[src/rtl/uart_ctrl_pkg.sv]
// Shared definitions for the UART control link: packet FSM states,
// default frame sync byte and the running checksum helper.
package uart_ctrl_pkg;

    typedef enum logic [2:0] {
        ST_FILL,
        ST_SYNC,
        ST_LEN,
        ST_PAY,
        ST_CHK
    } pkt_state_t;

    localparam logic [7:0] SYNC_BYTE_DEFAULT = 8'hA5;

    // Running frame checksum: XOR accumulation seeded with the length byte.
    function automatic logic [7:0] chk_xor(input logic [7:0] acc, input logic [7:0] data);
        return acc ^ data;
    endfunction

endpackage

[src/rtl/uart_pkt_ram.sv]
// Packet payload buffer: simple dual-port RAM, one write port and one
// read port with a single-cycle registered read.
module uart_pkt_ram #(
    parameter int DEPTH = 64,
    parameter int AW    = 6
) (
    input  logic          clk,
    input  logic          wr_en,
    input  logic [AW-1:0] wr_addr,
    input  logic [7:0]    wr_data,
    input  logic [AW-1:0] rd_addr,
    output logic [7:0]    rd_data
);

    logic [7:0] mem [DEPTH];

    // Write on request; read is registered, addresses past DEPTH return zero.
    always_ff @(posedge clk) begin
        if (wr_en && (32'(wr_addr) < DEPTH)) begin
            mem[wr_addr] <= wr_data;
        end
        if (32'(rd_addr) < DEPTH) begin
            rd_data <= mem[rd_addr];
        end else begin
            rd_data <= '0;
        end
    end

endmodule

[src/rtl/uart_tx_packetizer.sv]
// Reply path of the UART control link: buffers one response packet, then
// streams it to txuart as SYNC, LEN, payload, CHK with a one-cycle gap
// after every accepted byte.
module uart_tx_packetizer
    import uart_ctrl_pkg::*;
#(
    parameter int         MAX_LEN   = 64,
    parameter logic [7:0] SYNC_BYTE = SYNC_BYTE_DEFAULT
) (
    input  logic       clk,
    input  logic       rst_n,
    input  logic [7:0] s_data,
    input  logic       s_valid,
    input  logic       s_last,
    output logic       s_ready,
    input  logic       tx_busy,
    output logic       tx_wr,
    output logic [7:0] tx_data,
    output logic       pkt_sent,
    output logic       truncated
);

    localparam int AW = (MAX_LEN > 1) ? $clog2(MAX_LEN) : 1;
    localparam int PW = AW + 1;
    localparam logic [PW-1:0] FULL = PW'(MAX_LEN);
    localparam logic [PW-1:0] ONE  = PW'(1);

    if (MAX_LEN < 1 || MAX_LEN > 255) begin : g_len_check
        $error("uart_tx_packetizer: MAX_LEN must be in 1..255");
    end

    pkt_state_t    state_q, state_d;
    logic [PW-1:0] wptr_q, wptr_d;
    logic [PW-1:0] rptr_q, rptr_d;
    logic [PW-1:0] len_q, len_d;
    logic [7:0]    chk_q, chk_d;
    logic          tx_wr_q, tx_wr_d;
    logic [7:0]    tx_data_q, tx_data_d;
    logic          pkt_sent_q, pkt_sent_d;
    logic          trunc_q, trunc_d;
    logic          ram_we;
    logic [7:0]    rd_data;

    // Read address follows the next rptr so the byte is ready during the gap.
    uart_pkt_ram #(
        .DEPTH (MAX_LEN),
        .AW    (AW)
    ) u_ram (
        .clk     (clk),
        .wr_en   (ram_we),
        .wr_addr (wptr_q[AW-1:0]),
        .wr_data (s_data),
        .rd_addr (rptr_d[AW-1:0]),
        .rd_data (rd_data)
    );

    // State, pointer, checksum and output registers.
    always_ff @(posedge clk or negedge rst_n) begin
        if (!rst_n) begin
            state_q    <= ST_FILL;
            wptr_q     <= '0;
            rptr_q     <= '0;
            len_q      <= '0;
            chk_q      <= '0;
            tx_wr_q    <= 1'b0;
            tx_data_q  <= '0;
            pkt_sent_q <= 1'b0;
            trunc_q    <= 1'b0;
        end else begin
            state_q    <= state_d;
            wptr_q     <= wptr_d;
            rptr_q     <= rptr_d;
            len_q      <= len_d;
            chk_q      <= chk_d;
            tx_wr_q    <= tx_wr_d;
            tx_data_q  <= tx_data_d;
            pkt_sent_q <= pkt_sent_d;
            trunc_q    <= trunc_d;
        end
    end

    // Next-state logic: fill buffer, then hand bytes to txuart one at a time.
    always_comb begin
        state_d    = state_q;
        wptr_d     = wptr_q;
        rptr_d     = rptr_q;
        len_d      = len_q;
        chk_d      = chk_q;
        tx_wr_d    = tx_wr_q;
        tx_data_d  = tx_data_q;
        pkt_sent_d = 1'b0;
        trunc_d    = trunc_q;
        ram_we     = 1'b0;

        case (state_q)
            ST_FILL: begin
                if (s_valid) begin
                    ram_we = 1'b1;
                    wptr_d = wptr_q + ONE;
                    if (s_last || (wptr_d == FULL)) begin
                        if (!s_last) begin
                            trunc_d = 1'b1;
                        end
                        len_d     = wptr_d;
                        chk_d     = 8'(wptr_d);
                        state_d   = ST_SYNC;
                        // SYNC is presented immediately; no gap precedes it.
                        tx_wr_d   = 1'b1;
                        tx_data_d = SYNC_BYTE;
                    end
                end
            end
            default: begin
                if (tx_wr_q && !tx_busy) begin
                    tx_wr_d = 1'b0;
                    case (state_q)
                        ST_SYNC: state_d = ST_LEN;
                        ST_LEN:  state_d = ST_PAY;
                        ST_PAY: begin
                            chk_d  = chk_xor(chk_q, tx_data_q);
                            rptr_d = rptr_q + ONE;
                            if (rptr_q == (len_q - ONE)) begin
                                state_d = ST_CHK;
                            end
                        end
                        ST_CHK: begin
                            pkt_sent_d = 1'b1;
                            wptr_d     = '0;
                            rptr_d     = '0;
                            state_d    = ST_FILL;
                        end
                        default: ;
                    endcase
                end else if (!tx_wr_q) begin
                    tx_wr_d = 1'b1;
                    case (state_q)
                        ST_LEN:  tx_data_d = 8'(len_q);
                        ST_PAY:  tx_data_d = rd_data;
                        ST_CHK:  tx_data_d = chk_q;
                        default: tx_data_d = SYNC_BYTE;
                    endcase
                end
            end
        endcase
    end

    assign s_ready   = (state_q == ST_FILL);
    assign tx_wr     = tx_wr_q;
    assign tx_data   = tx_data_q;
    assign pkt_sent  = pkt_sent_q;
    assign truncated = trunc_q;

endmodule
[config.mk]
export PLATFORM = sky130hd
export DESIGN_NAME = uart_tx_packetizer
export DESIGN_NICKNAME = d
export VERILOG_FILES = /design/src/rtl/uart_ctrl_pkg.sv /design/src/rtl/uart_pkt_ram.sv /design/src/rtl/uart_tx_packetizer.sv
export SDC_FILE = /design/constraint.sdc
export NUM_CORES = 1
export LEC_CHECK = 0
export CORE_ASPECT_RATIO = 0.75
export CORE_MARGIN = 4
export CORE_UTILIZATION = 57
export DETAILED_ROUTE_END_ITERATION = 10
export PLACE_DENSITY = 0.86
export SLEW_MARGIN = 10
export SYNTH_ARGS = -nofsm -noshare
export SYNTH_HDL_FRONTEND = slang
export SYNTH_SLANG_ARGS = --single-unit
[constraint.sdc]
create_clock -name clk -period 2.65 [get_ports clk]
set_input_delay 0.53 -clock clk [delete_from_list [all_inputs] [get_ports clk]]
set_output_delay 0.53 -clock clk [all_outputs]
set_load 0.03 [all_outputs]
==> run_results.csv, run 1 <==
group,metric,value,unit
global_routing,grt-ovfl-total,0,
clock_network,clock_tree.root_cell,"clkbuf_16",
clock_network,clk_pin_slew_worst_paths,70,ps
setup_path,timing.critical_path.to,"u_ram.rd_data[5]",
setup_path,crit_type,"flop to flop",
synthesis,yosysTopAreaCell,"edfxtp_1",
cells_and_area,final-instance-count-excl-fill,2823,
cells_and_area,relative_area_change_from_synthesis_to_final_layout,20.5,%
cells_and_area,fin_area,0.0316,mm²
clock_network,numCtsBuffers,52,
route,drt_first_iter_violations,3954,
setup_path,crit_fanout,13,
pwr,share_of_power_burned_in_combinational_logic,31.9,%
setup_path,crit_path_launch_type,"flop",
setup_path,worst_path_max_delay_cell,"dfrtp_4",
clock_network,cts_tree,"yes",
pwr,power.ir.vdd_worst,0.773,mV
cells_and_area,fin_util,70.0,%
route,post_drt_wl_per_cell,29.3,µm
pwr,leakagePower,10.6,nW
synthesis,area_share_of_the_leading_cell_type_in_the_synthesized_netlist,58.7,%
timing,post-route-min-period,2900,ps
route,drtAntennaViolNets,0,
synthesis,post_synthesis_sequential_element_count,563,
timing,worst-slew-pin-transition,869,ps
global_routing,grt_pass1_vias,20100,
pwr,fin_total_pwr,26.4,mW
pwr,power_frac_clock,29.0,%
die,dieWidth,256,µm
setup_path,worst_path_largest_cell_delay,540,ps
clock_network,clock_tree.buffer_depth,3,
clock_network,numClockSinks,563,
timing,slew_headroom,42.1,%
route,drt_wl_total,82800,µm
timing,finClkSkew,23.5,ps
synthesis,portion_of_the_post_synthesis_area_used_by_sequential_elements,63.4,%
placed_design,dp_hpwl,48700,µm
timing,slew_violations,0,
cells_and_area,post_route_cells_drive_above_1_share,21.5,%
die,standard_cell_row_count,67,
status,failed_checks,"negative setup slack",
die,die-height,194,µm
timing,rsz0062_at_grt,"yes",
setup_path,r2r_slack,-250,ps
timing,finalWorstSetupSlack,-248,ps
synthesis,yosys_most_used_dff,"edfxtp_1",
timing,period_share,109,%
synthesis,synth_enable_flop_cells,512,
pwr,power.internal,17.7,mW
placed_design,port-buffer-count,24,
synthesis,synth.distinct_cells,64,
route,via_count,20900,
synthesis,yosysWarningCount,0,
route,via_per_inst,7.41,
route,drtPass1Iterations,8,
job,drv_cap,0,
setup_path,worst-endpoint-arrival,3430,ps
placed_design,placed_area,0.0291,mm²
synthesis,syn-num-nets,1997,
global_routing,first_pass_grt_wire_length,123000,µm
synthesis,ys_async_sr_fraction,7.64,%
synthesis,post_synth_main_area_contributors,"edfxtp_1, mux2i_1, a221o_1",
global_routing,number_of_antenna_violations_at_the_first_check_in_global_routing,1,
setup_path,worst_ep_required_time,3180,ps
pwr,sw_frac_of_total,32.8,%
clock_network,htree_num_levels,2,
clock_network,source_to_sink_clock_delay_at_the_later_pin_of_the_worst_skew_pair,610,ps
pwr,p_sw,8.66,mW
timing,final-setup-viol-count,8,
status,status,"finished, violations left",
die,fp.coreArea,0.0451,mm²
setup_path,critical_path_cell_count,10,
synthesis,syn_area_per_cell,13.2,µm²
synthesis,synthesized_instance_count,1981,
setup_path,cp_cell_sequence,"buf_8 > nand4bb_4 > and2_4 > buf_12 > o22ai_1 > a221o_1 > a32oi_2 > buf_4 > nand4_1 > nand4_1",
timing,clock.fmax,0.345,GHz
setup_path,crit_family,"compound AO/OA/AOI/OAI gates",
synthesis,synth.cell_area,0.0262,mm²
pwr,power_density,836,mW/mm²
min_path,min-delay-path-class,"input pin to flop",
setup_path,critical_path.startpoint,"rptr_q[0]",
cells_and_area,diodes,0,
setup_path,critical_path.reg2reg.endpoint,"u_ram.rd_data[5]",
die,fp.dieArea,0.0495,mm²
placed_design,dp_cells,2699,
setup_path,worstReg2RegStart,"rptr_q[0]",
global_routing,grt.total_usage,31.7,%
cells_and_area,final_net_count,2210,
setup_path,path_common_cell,"nand4_1",
global_routing,grt_start_max_net_pins,102,
setup_path,r2r_cells,10,
die,initial_core_util,58.1,%
pwr,seqPwrFrac,39.1,%
timing,hold_viol,0,
setup_path,buf_inv_stages_crit_path,3,
die,pin_count,25,
setup_path,end_kind,"flop",
route,drc_errors,0,
placed_design,gpl.final_weighted_congestion,0.951,
area by class of cell:
cell class | instances | area [µm²]
tap | 586 | 733
inverter | 16 | 70.1
clock inverter | 31 | 320
clock buffer | 66 | 1400
fill | 2810 | 13500
timing repair buffer | 334 | 3390
multi-input combinational | 1227 | 9060
sequential | 563 | 16600
worst min path at each step:
stage / endpoint / cells past startpoint / slack (ps) / start
after floorplan: chk_q[0] / 0 / 230 / rst_n
after global placement: truncated / 1 / 460 / truncated
after detailed placement: truncated / 1 / 470 / truncated
after CTS: u_ram.mem[25][3] / 2 / 440 / s_data[3]
after global routing: u_ram.mem[20][1] / 2 / 440 / s_data[1]
final: u_ram.mem[20][1] / 2 / 420 / s_data[1]
cells by family after synthesis:
logic type / Yosys count / synth area share [%]
and+or+nand+nor: 370 / 6.96
muxes: 229 / 8.78
xor gates and xnor gates: 17 / 0.568
adders and majority gates: 3 / 0.143
AOI/OAI and AO/OA: 606 / 17.0
buffers and inverters: 193 / 3.13
DFF: 563 / 63.4
power by group through the flow:
stage / clock network, mW / registers, mW / logic [mW]
after floorplan: 0 / 10.4 / 4.12
after global placement: 0 / 10.5 / 7.30
after detailed placement: 0 / 10.5 / 7.48
after CTS: 7.63 / 10.3 / 7.82
after global routing: 8.03 / 10.3 / 8.73
final: 7.65 / 10.3 / 8.43
what timing repair did:
item                                    4_1_cts  5_1_grt
pin swaps                                    15       22
endpoints found under the hold margin        24        0
endpoints found under the setup margin        9      432
gates resized for setup                      29       73
hold buffers                                  1        0
cloned                                        9        2
setup buffers                                 8        7
synthesized netlist by cell type, types with 5 or more instances:
cell type  instances
nor2_1           149
o311ai_0          15
o22ai_1          177
and3_1            14
nor3_1             8
buf_1             21
nor2_2             5
a221o_1          134
nand3_1           41
o211ai_1          34
dfrtp_1           43
nor2b_1            8
a32oi_1           16
nand3b_1           8
or3_1             27
xor2_1             7
xnor2_1           10
inv_1             11
a31oi_1           29
buf_4              7
clkbuf_1          98
a21o_1            12
a221oi_1          33
nand4bb_1          5
mux2i_1          221
o21ai_0           57
dfxtp_1            8
nand2_1           47
a21oi_1           56
edfxtp_1         512
nand4_1           41
a211oi_1          18
mux2_2             8
inv_2              5
buf_2             50
placed cells by master, fill, tap and decap left out, drive strengths merged, types with 7 or more instances in the layout:
cell type,instances
nand3,41
dfxtp,8
a32oi,16
clkbuf,68
nand2,48
a21oi,57
a211oi,18
o211ai,34
or3,27
a221oi,33
clkdlybuf4s50,13
a31oi,29
a21o,13
nor3,8
and3,14
buf,310
bufbuf,7
xnor2,10
nand3b,9
o21ai,58
nor2b,8
mux2i,221
nand4,41
inv,19
mux2,8
edfxtp,512
a221o,134
clkinv,20
o311ai,15
xor2,7
dfrtp,43
o22ai,177
nor2,154
routing by layer:
metal  GRT usage [%]  up-vias  wire length, µm
met2            48.3     1876            37100
li1                -     8562                -
met5               0        -               13
met4            10.7        2             3390
met1            44.0    10200            29500
met3            9.40      300            12900
stage by stage:
| step | hold WS [ps] | setup WS, ps | setup TNS, ps |
|---|---|---|---|
| finish | 417 | -248 | -695 |
| global route | 436 | -249 | -826 |
| CTS | 444 | -0.971 | -0.971 |
| detailed placement | 469 | -755 | -5420 |
| global placement | 461 | -716 | -5060 |
| floorplan | 234 | 103 | 0 |
flip-flops by register name (all words and copies together), names as in the netlist, 3 cells and up:
| register | count |
|---|---|
| u_ram.mem | 512 |
| chk_q | 8 |
| tx_data | 8 |
| u_ram.rd_data | 8 |
| len_q | 7 |
| rptr_q | 7 |
| wptr_q | 7 |
| state_q | 3 |
Power figures use the tool's default switching activity.
==> run 2: changes to the inputs <==
--- a/config.mk
+++ b/config.mk
@@ -9,6 +9,7 @@
 export CORE_MARGIN = 4
 export CORE_UTILIZATION = 57
 export DETAILED_ROUTE_END_ITERATION = 10
+export HOLD_SLACK_MARGIN = 0.05
 export PLACE_DENSITY = 0.86
 export SLEW_MARGIN = 10
 export SYNTH_ARGS = -nofsm -noshare
==> results of run 2 <==
Same layout as run 1: the final DEF is identical, and so are final timing and power.
